===== config.mk =====
export PLATFORM = sky130hd
export DESIGN_NAME = alu_sequencer
export DESIGN_NICKNAME = d
export VERILOG_FILES = /design/src/rtl/alu_sequencer_pkg.sv /design/src/rtl/alu_sequencer.sv
export SDC_FILE = /design/constraint.sdc
export NUM_CORES = 1
export LEC_CHECK = 0
export ABC_AREA = 1
export CAP_MARGIN = 20
export CELL_PAD_IN_SITES_DETAIL_PLACEMENT = 1
export CELL_PAD_IN_SITES_GLOBAL_PLACEMENT = 1
export CORE_UTILIZATION = 28
export CTS_BUF_LIST = sky130_fd_sc_hd__clkbuf_4 sky130_fd_sc_hd__clkbuf_8
export DETAILED_ROUTE_END_ITERATION = 6
export HOLD_SLACK_MARGIN = 0.15
export PLACE_DENSITY = 0.88
export SYNTH_ARGS = -nofsm -noshare
export SYNTH_HDL_FRONTEND = slang
export SYNTH_SLANG_ARGS = --single-unit

===== constraint.sdc =====
create_clock -name clk -period 1.2 [get_ports clk]
set_clock_uncertainty 0.1 [all_clocks]
set_input_delay 0.18 -clock clk [delete_from_list [all_inputs] [get_ports clk]]
set_output_delay 0.18 -clock clk [all_outputs]
set_load 0.05 [all_outputs]

===== src/rtl/alu_sequencer_pkg.sv =====
// Shared encodings for the ALU sequencer and the lab5 datapath ALU.
// State codes are 3 bits wide; op codes match the ALU select inputs.
package alu_sequencer_pkg;

   typedef enum logic [2:0] {
      IDLE   = 3'd0,
      LOAD_A = 3'd1,
      LOAD_B = 3'd2,
      EXEC   = 3'd3,
      WRITE  = 3'd4,
      DONE   = 3'd5
   } seq_state_t;

   localparam logic [1:0] ALU_ADD  = 2'b00;
   localparam logic [1:0] ALU_SUB  = 2'b01;
   localparam logic [1:0] ALU_AND  = 2'b10;
   localparam logic [1:0] ALU_NOTB = 2'b11;

endpackage


===== src/rtl/alu_sequencer.sv =====
// Control FSM driving the register-file/ALU datapath, one command at a time.
// Optional macro ALU_SEQ_SKIP_A_EN: op NOT-B skips the unused operand-A load.
module alu_sequencer
   import alu_sequencer_pkg::*;
#(
   parameter int REG_IDX_W = 3
) (
   input  logic                 clk,
   input  logic                 reset,
   input  logic                 cmd_valid,
   output logic                 cmd_ready,
   input  logic [1:0]           cmd_op,
   input  logic                 cmd_nowb,
   input  logic [REG_IDX_W-1:0] cmd_rd,
   input  logic [REG_IDX_W-1:0] cmd_rn,
   input  logic [REG_IDX_W-1:0] cmd_rm,
   output logic [REG_IDX_W-1:0] readnum,
   output logic [REG_IDX_W-1:0] writenum,
   output logic                 write,
   output logic                 loada,
   output logic                 loadb,
   output logic                 loadc,
   output logic                 loads,
   output logic [1:0]           ALUop,
   output logic                 done
);

   seq_state_t           r_state;
   seq_state_t           w_next;
   logic [1:0]           r_op;
   logic                 r_nowb;
   logic [REG_IDX_W-1:0] r_rd;
   logic [REG_IDX_W-1:0] r_rn;
   logic [REG_IDX_W-1:0] r_rm;
   logic                 w_hs;

   assign w_hs = cmd_valid & cmd_ready;

   // State register; reset aborts any command in flight.
   always_ff @(posedge clk or posedge reset) begin
      if (reset) begin
         r_state <= IDLE;
      end else begin
         r_state <= w_next;
      end
   end

   // Capture command fields only on the accepting edge.
   always_ff @(posedge clk or posedge reset) begin
      if (reset) begin
         r_op   <= '0;
         r_nowb <= 1'b0;
         r_rd   <= '0;
         r_rn   <= '0;
         r_rm   <= '0;
      end else if (w_hs) begin
         r_op   <= cmd_op;
         r_nowb <= cmd_nowb;
         r_rd   <= cmd_rd;
         r_rn   <= cmd_rn;
         r_rm   <= cmd_rm;
      end
   end

   // Next-state logic.
   always_comb begin
      w_next = r_state;
      unique case (r_state)
         IDLE: begin
            if (w_hs) begin
`ifdef ALU_SEQ_SKIP_A_EN
               if (cmd_op == ALU_NOTB) begin
                  w_next = LOAD_B;
               end else begin
                  w_next = LOAD_A;
               end
`else
               w_next = LOAD_A;
`endif
            end
         end
         LOAD_A: w_next = LOAD_B;
         LOAD_B: w_next = EXEC;
         EXEC: begin
            if (r_nowb) begin
               w_next = DONE;
            end else begin
               w_next = WRITE;
            end
         end
         WRITE:   w_next = DONE;
         DONE:    w_next = IDLE;
         default: w_next = IDLE;
      endcase
   end

   // Moore output decode from the state and captured fields.
   always_comb begin
      cmd_ready = 1'b0;
      readnum   = '0;
      writenum  = '0;
      write     = 1'b0;
      loada     = 1'b0;
      loadb     = 1'b0;
      loadc     = 1'b0;
      loads     = 1'b0;
      ALUop     = 2'b00;
      done      = 1'b0;
      unique case (r_state)
         IDLE: cmd_ready = 1'b1;
         LOAD_A: begin
            readnum = r_rn;
            loada   = 1'b1;
         end
         LOAD_B: begin
            readnum = r_rm;
            loadb   = 1'b1;
         end
         EXEC: begin
            ALUop = r_op;
            loadc = 1'b1;
            loads = 1'b1;
         end
         WRITE: begin
            writenum = r_rd;
            write    = 1'b1;
         end
         DONE:    done = 1'b1;
         default: cmd_ready = 1'b0;
      endcase
   end

endmodule


== Yosys cells after proc, flatten, opt, wreduce, memory -nomap -nowiden ==
Index checks and enable logic that the tools add are counted.
Operators by class
  equality and inequality tests: 6
  multiplexer cells: 12
  bitwise logic cells: 1
  reduce and logical (&&, ||, !) cells: 1
Operators with widths (number)
  one-hot mux 3 bit (5 select lines): 1
  2-to-1 mux 1 bit: 7
  == test 3 x 2 -> 1 bit, second input constant: 2
  == test 3 bit, second input constant: 2
  2-to-1 mux 3 bit: 2
  one-hot mux 3 bit (2 select lines): 1
  == test 3 x 1 -> 1 bit, second input constant: 1
  zero test 3 bit: 1
  2-to-1 mux 2 bit: 1
  != test 2 bit, second input constant: 1
  bitwise AND 1 bit: 1
Word-level totals
  bits in registers: 15
  input bits: 15
  output and inout bits: 15
  word-level logic and storage cells: 26

== Longest topological paths before layout ==
Gate-level depths: netlist of run 1.
  word-level depth: 5
  gate-level depth with buffers: 5
  gate-level depth less buffers: 5

== Worst setup path before layout of run 1 ==
No wires, ideal clock.
  path kind: register -> output
  start point: reg r_state[2]
  end point: out done
  arrival: 1750 ps
  required time: 920 ps
  path slack: -830 ps
  stages on the path, launching flop included: 4
  path buffers: 1
  cells stage by stage: dfrtp_1 inv_2 buf_2 nor3_1
On the way
  cells in the longest elaborated chain, start to end: 2
Ends and longest elaborated chain
  start, declared: line alu_sequencer.sv:28  | seq_state_t r_state;
  start signal, assigned: line alu_sequencer.sv:44  | r_state <= w_next;
  == test 3 bit: line alu_sequencer.sv:109  | unique case (r_state)
  2-to-1 mux 1 bit: line alu_sequencer.sv:109
  end, declared: line alu_sequencer.sv:25  | output logic done
No other way between the ends.

== Final worst setup path of run 1 ==
  start point: reg r_state[1]
  end point: out readnum[1]
On the way
  cells in the longest elaborated chain, start to end: 2
  elaborated cells between the ends (all ways): 3
  those cells by class: eq/ne (2); mux (1)
Ends and longest elaborated chain
  == test 3 x 2 -> 1 bit / == test 3 x 1 -> 1 bit (equally long branches): line alu_sequencer.sv:109
  one-hot mux 3 bit (2 select lines) *: line alu_sequencer.sv:109
  end, declared: line alu_sequencer.sv:17  | output logic [REG_IDX_W-1:0] readnum,
Mark *: on every way between the ends. The rest lies on a longest branch, timed or not.

==> metrics.md, run 1 <==
| Metric | Value |
|---|---|
| RR Endpoint | `r_rn[0]` |
| Worst EP arrival | `1.50 ns` |
| Worst Hold Class | `in2reg` |
| Nets | `169` |
| Fin. Hold Viols | `0` |
| Worst setup path startpoint | `r_state[1]` |
| DRT iter0 DRCs | `13` |
| Initial antenna violation count | `0` |
| EDFF count, synth | `0` |
| Maximum root-to-sink buffer count | `2` |
| Worst R2R Setup Slack | `-0.43 ns` |
| Startpoint Class | `flop` |
| RSZ-0062 raised after global routing | `true` |
| Initial core utilization | `0.302` |
| Via count | `974` |
| Filler cells | `266` |
| Crit end category | `output pin` |
| Row cnt | `18` |
| Post-synthesis cell type count | `16` |
| Max Freq | `0.563 GHz` |
| Pins Over Slew Limit | `0` |
| Slew headroom | `0.792` |
| Synth Flop Type | `dfrtp_1` |
| Status | `finished, violations left` |
| Post-Syn Area per Cell | `7.78 sq um` |
| Min Tclk post-route | `1.78 ns` |
| DIE WIDTH | `54.2 microns` |
| CTS tree | `done` |
| Clk sinks | `15` |
| Area of the multi-input gates | `500 sq um` |
| DRC violations left | `0` |
| Worst Path Required | `0.92 ns` |
| Ratio of total power to cell area | `2890 mW/mm^2` |
| Die height | `54.2 microns` |
| Most common cell in the netlist | `nand2_1` |
| # IOs | `30` |
| N_diodes | `0` |
| Synth Register Bits | `15` |
| Post-synth ARST share | `1.00` |
| Share of cells above drive strength 1 | `0.542` |
| Final Cycle Share | `1.48` |
| Number of global-route vias before repair | `1006` |
| Post-DRT Antenna Nets | `0` |
| Yosys warnings | `0` |
| First-pass DRT Iterations | `4` |
| Fin cells | `183` |
| Clk root buf | `clkbuf_4` |
| Cells after synthesis | `98` |
| Final setup vio count | `29` |
| Violated checks | `negative setup slack` |
| Crit Path Category | `reg2out` |
| Clock transition at path regs | `0.10 ns` |
| Syn_nets | `113` |
| Synth top cells by count | `38 x nand2_1, 15 x dfrtp_1, 12 x nand4_1, 9 x inv_1, 7 x nor2_1` |
| Pre-CTS setup slack | `-0.246 ns` |
| Largest net degree at the start of global routing | `16` |
| Reg2Reg Depth | `7` |
| Reg2reg start | `r_state[0]` |
| DRT Wirelength | `3790 microns` |
| Final Util | `0.671` |
| CP Max Fanout | `5` |
| Core ar. | `0.00252 sq mm` |
| Setup ws final | `-0.577 ns` |
| Sequential element share of the synthesized area | `0.493` |
| Synthesized area | `762 sq um` |
| Vias per inst | `5.32` |
| Placed cell count | `165` |
| Die area | `0.00293 sq mm` |
| Yosys top cell by area | `dfrtp_1` |
| Synth top area cells | `dfrtp_1 49%, nand2_1 19%, nand4_1 9.9%` |
| Gp weighted congestion | `0.850` |
| First-pass GRT wire length | `5300 microns` |
| Synthesis-to-finish area growth | `122%` |
| Max-cap viol count | `0` |
| Register area | `379 sq um` |
| Critical Path End | `readnum[1]` |
| IO Port Bufs | `29` |
| Total GRT Usage | `0.266` |
| Hpwl dp | `2070 microns` |
| Slew @ Worst Pin | `0.310 ns` |
| Leak | `0.767 nW` |
| H-tree depth | `1` |
| Total CTS buffers | `3` |
| Worst-skew pair later-pin latency | `0.29 ns` |
| Top cell type's share of synthesized area | `0.493` |
| Routed WL per cell | `20.7 microns` |
| Worst vdd ir | `1.98 mV` |
| Global route overflow | `0` |
## worst max-delay path, cell delays in order (launching register included)
cell     delay, ns
dfrtp_2       0.48
inv_2         0.09
nor3_4        0.22
nand2_1       0.16
nand2_4       0.12
buf_12        0.14
## metrics by stage
step                power [mW]  hold slack, ns  TNS [ns]  area [sq um]
global placement          3.49           0.359     -3.78          1390
detailed placement        3.63           0.368     -4.82          1390
CTS                       4.43           0.347     -8.80          1590
global route              5.07           0.380    -14.10          1690
floorplan                 2.34         -0.0187     -4.71           835
finish                    4.89           0.360    -12.93          1690
## report_power, final
| group | internal, mW | switching [mW] |
|---|---|---|
| clock | 0.152 | 0.188 |
| sequential | 0.751 | 0.280 |
| combinational | 1.58 | 1.94 |
## placed cells by master (no fill, tap or decap), drive strengths merged
| cell type | n |
|---|---|
| buf | 40 |
| nand2 | 38 |
| dfrtp | 15 |
| clkdlybuf4s50 | 14 |
| nand4 | 12 |
| inv | 11 |
| nor2 | 8 |
| clkbuf | 4 |
| nand3 | 4 |
| nor3 | 3 |
| a31oi | 1 |
| clkinvlp | 1 |
| or2 | 1 |
| dlygate4sd3 | 1 |
## kinds of logic (layout without fill, tap and decap cells)
group	count (synthesis)	count (layout)	synth area share
simple gates	65	66	0.402
compound gates	1	1	0.00822
flops	15	15	0.493
buf+inv	17	71	0.0969
## per-layer routing
metal | global-route usage | part of all wire | vias up
met2 | 0.463 | 0.51 | 46
met5 | 0 | 0 | -
met4 | 0.111 | 0.024 | 0
met3 | 0.0508 | 0.051 | 9
li1 | - | - | 429
met1 | 0.313 | 0.42 | 490
## layout make-up
type / count / share of cell area
flip-flops and latches: 15 / 0.224
well taps: 30 / 0.0222
repair buffers: 55 / 0.405
inverters: 12 / 0.0348
multi-input cells: 67 / 0.296
clock buffers: 4 / 0.0178
## registers in the layout, indices dropped and copies added, names as in the netlist
name     cells
r_rd         3
r_rm         3
r_rn         3
r_state      3
r_op         2
r_nowb       1
## worst min path at each step
stage	from	to	slack [ns]	cells past startpoint
after floorplan	reset	r_nowb	-0.02	1
after global placement	r_op[1]	r_op[1]	0.36	2
after detailed placement	r_rm[2]	r_rm[2]	0.37	2
after CTS	cmd_op[1]	r_op[1]	0.35	3
after global routing	cmd_rm[1]	r_rm[1]	0.38	3
final	cmd_rm[0]	r_rm[0]	0.36	3
## what timing repair did
action,in CTS,in global routing
gates resized for setup,28,15
pin swaps,9,6
endpoints found under the hold margin,15,0
hold buffers,1,0
setup endpoints to repair,28,29
cloned,2,0
setup buffers,4,9
Note: power is estimated with default switching activity, not from simulation.
==> inputs of run 2 (changes only) <==
==> constraint.sdc (replaced) <==
create_clock -name clk -period 1.2 [get_ports clk]
set_clock_uncertainty 0.1 [all_clocks]
set_input_delay 0.24 -clock clk [delete_from_list [all_inputs] [get_ports clk]]
set_output_delay 0.24 -clock clk [all_outputs]
set_load 0.05 [all_outputs]
==> run 2 against run 1 <==
The run still ends with negative setup slack left. Critical path type unchanged. Register-to-register slack got worse by 0.09 ns. First-iteration DRC count rose by 7.7%. Core utilization fell by 1.4 points. Global-route usage grew 2.0 points. Routed wire length grew 0.29%. Die area stayed put. Sequential power is essentially flat. Sequential share of layout area increased by 0.49 points. Hold slack better by 0.025 ns.
==> metrics.md, run 2 (synthesized netlist as in run 1, its figures left out) <==
| Metric | Value |
|---|---|
| Fin. Hold Viols | `0 (unchanged)` |
| Worst-skew pair later-pin latency | `0.32 ns (+0.03 ns)` |
| Cell mode on critical path | `buf_12` |
| Final Util | `0.656 (-0.0144)` |
| N_diodes | `0 (unchanged)` |
| First-pass DRT Iterations | `4 (unchanged)` |
| Max Freq | `0.520 GHz (-7.6%)` |
| Logic pwr share | `0.721 (about the same)` |
| Met2 Track Usage GR | `0.455 (-0.00813)` |
| Internal power | `2.50 mW (+0.52%)` |
| Clock power frac | `0.071 (+0.002)` |
| Via count | `938 (-3.7%)` |
| Final instance area | `0.00166 sq mm (-2.1%)` |
| Most common cell after layout, fill and taps aside | `nand2_1` |
| Die height | `54.2 microns (unchanged)` |
| Maximum root-to-sink buffer count | `2 (unchanged)` |
| Violated checks | `negative setup slack` |
| Switching share of power | `0.485 (-0.00625)` |
| Row cnt | `18 (unchanged)` |
| Clk root buf | `clkbuf_4` |
| DRC violations left | `0 (unchanged)` |
| Clk sinks | `15 (unchanged)` |
| Vias per inst | `5.10 (-4.2%)` |
| Slew headroom | `0.808 (+0.0156)` |
| Worst Path Required | `0.86 ns (-0.06 ns)` |
| Leak | `0.774 nW (+1.0%)` |
| Max-cap viol count | `0 (unchanged)` |
| Placed cell count | `167 (+1.2%)` |
| Worst Hold Class | `in2reg` |
| H-tree depth | `1 (unchanged)` |
| Final Cycle Share | `1.60 (+0.122)` |
| Setup ws final | `-0.723 ns (-0.146 ns)` |
| Largest delay contributor family on the critical path | `flip-flops` |
| Slowest CP cell | `dfrtp_2` |
| Buf/Inv on CP | `3 (+1)` |
| Nets | `170 (+0.59%)` |
| Total CTS buffers | `3 (unchanged)` |
| Hpwl dp | `1930 microns (-7.0%)` |
| Synthesis-to-finish area growth | `117%` |
| Global route overflow | `0 (unchanged)` |
| Worst EP arrival | `1.58 ns (+0.08 ns)` |
| RSZ-0062 raised after global routing | `true` |
| Startpoint Class | `flop` |
| GRT Max-Usage Layer | `met2` |
| Pins Over Slew Limit | `0 (unchanged)` |
| Total GRT Usage | `0.285 (+0.0196)` |
| CTS tree | `done` |
| Final setup vio count | `30 (+3.4%)` |
| DRT iter0 DRCs | `14 (+1)` |
| IO Port Bufs | `29 (unchanged)` |
| First-pass GRT wire length | `5550 microns (+4.7%)` |
| Min Tclk post-route | `1.92 ns (+0.146 ns)` |
| Crit end category | `output pin` |
| Die area | `0.00293 sq mm (unchanged)` |
| Crit Path Category | `reg2out` |
| Slew @ Worst Pin | `0.287 ns (-0.0233 ns)` |
| Status | `finished, violations left` |
| Number of global-route vias before repair | `1004 (-0.20%)` |
| Crit-path max cell delay | `0.46 ns (-0.02 ns)` |
| DRT Wirelength | `3800 microns (+0.29%)` |
| Ratio of total power to cell area | `2930 mW/mm^2 (+1.5%)` |
| Routed WL per cell | `20.6 microns (-0.25%)` |
| CP Max Fanout | `3 (-2)` |
| GR Util met1 | `0.375 (+0.0615)` |
| Flop pwr share | `0.208 (-0.003)` |
| Hold WS | `0.385 ns (+0.0247 ns)` |
| Core ar. | `0.00252 sq mm (unchanged)` |
| Most frequent cells in the layout | `26 x nand2_1, 16 x buf_12, 16 x buf_4, 14 x clkdlybuf4s50_1` |
| Post-DRT Antenna Nets | `0 (unchanged)` |
| Post-place instance area | `0.00140 sq mm (+0.18%)` |
| Clock transition at path regs | `0.11 ns (about the same)` |
| Initial antenna violation count | `0 (unchanged)` |
| Met3 Use GR | `0.0452 (-0.00565)` |
| Filler cells | `274 (+3.0%)` |
| Fin cells | `184 (+0.55%)` |
| Largest net degree at the start of global routing | `16 (unchanged)` |
| Critical path cell sequence | `buf_12, nor3_4, buf_6, nand2_2, nand2_4, buf_12` |
| Share of cells above drive strength 1 | `0.506 (-0.0360)` |
| Initial core utilization | `0.302 (unchanged)` |
| DIE WIDTH | `54.2 microns (unchanged)` |
| Worst vdd ir | `1.91 mV (-3.4%)` |
| Gp weighted congestion | `0.819 (-3.7%)` |
| Net Switching | `2.36 mW (-2.0%)` |
| # IOs | `30 (unchanged)` |
[run 2: cell count changes in the layout (fill, tap and decap cells not counted), sizes merged]
cell | previous run | this run
buf | 40 | 41
clkbuf | 4 | 3
clkinv | 0 | 1
[run 2: power groups by stage]
| stage | registers [mW] | clock network, mW | logic (mW) |
|---|---|---|---|
| 6_report | 1.01 | 0.344 | 3.50 |
| 3_5_place_dp | 0.987 | 0 | 2.61 |
| 4_1_cts | 0.970 | 0.318 | 3.15 |
| 3_3_place_gp | 0.964 | 0 | 2.52 |
| 5_1_grt | 1.03 | 0.356 | 3.67 |
| 2_1_floorplan | 0.938 | 0 | 1.40 |
[run 2: through the flow]
stage	setup TNS (ns)	total power [mW]	setup WS [ns]
after floorplan	-5.61	2.34	-0.554
after global placement	-5.22	3.49	-0.234
after detailed placement	-6.50	3.60	-0.309
after CTS	-12.74	4.44	-0.630
after global routing	-17.21	5.05	-0.762
final	-15.89	4.86	-0.723
[run 2: final cells by class]
type / instances / area, sq um / share of cell area
clock buffer: 3 / 22.5 / 0.0136
clock inverter: 1 / 5.00 / 0.00302
inverter: 12 / 51.3 / 0.0310
multi-input combinational: 67 / 464 / 0.280
sequential: 15 / 379 / 0.229
tap: 30 / 37.5 / 0.0227
timing repair buffer: 56 / 696 / 0.420
[run 2: tightest hold or removal path, stage by stage]
cell and delay (ns):
clkdlybuf4s50_1 0.40, nand4_1 0.08, nand2_1 0.05
[run 2: metal layers]
layer | vias up | wire (microns)
li1 | 427 | -
met2 | 31 | 1910
met4 | 0 | 112
met5 | - | 0
met3 | 8 | 135
met1 | 472 | 1650
[run 2: what timing repair did]
| item | 4_1_cts | 5_1_grt |
|---|---|---|
| buffers inserted | 6 | 7 |
| endpoints found under the setup margin | 28 | 30 |
| hold buffers | 1 | 0 |
| gates cloned | 1 | 0 |
| resized for setup | 21 | 12 |
| hold endpoints to repair | 15 | 0 |
| pin swaps | 4 | 5 |
[run 2: path summary, 6_finish.rpt]
kind	start	to	slack, ns	depth (start not counted)
max in group asynchronous	reset	r_state[0]	0.08	4
worst min-delay path	cmd_rd[2]	r_rd[2]	0.38	3
worst min register to register	r_rn[0]	r_rn[0]	0.41	2
worst max-delay path	r_state[0]	readnum[0]	-0.72	6
min in group asynchronous	reset	r_rm[2]	0.71	4
worst max register to register	r_state[1]	r_nowb	-0.52	9
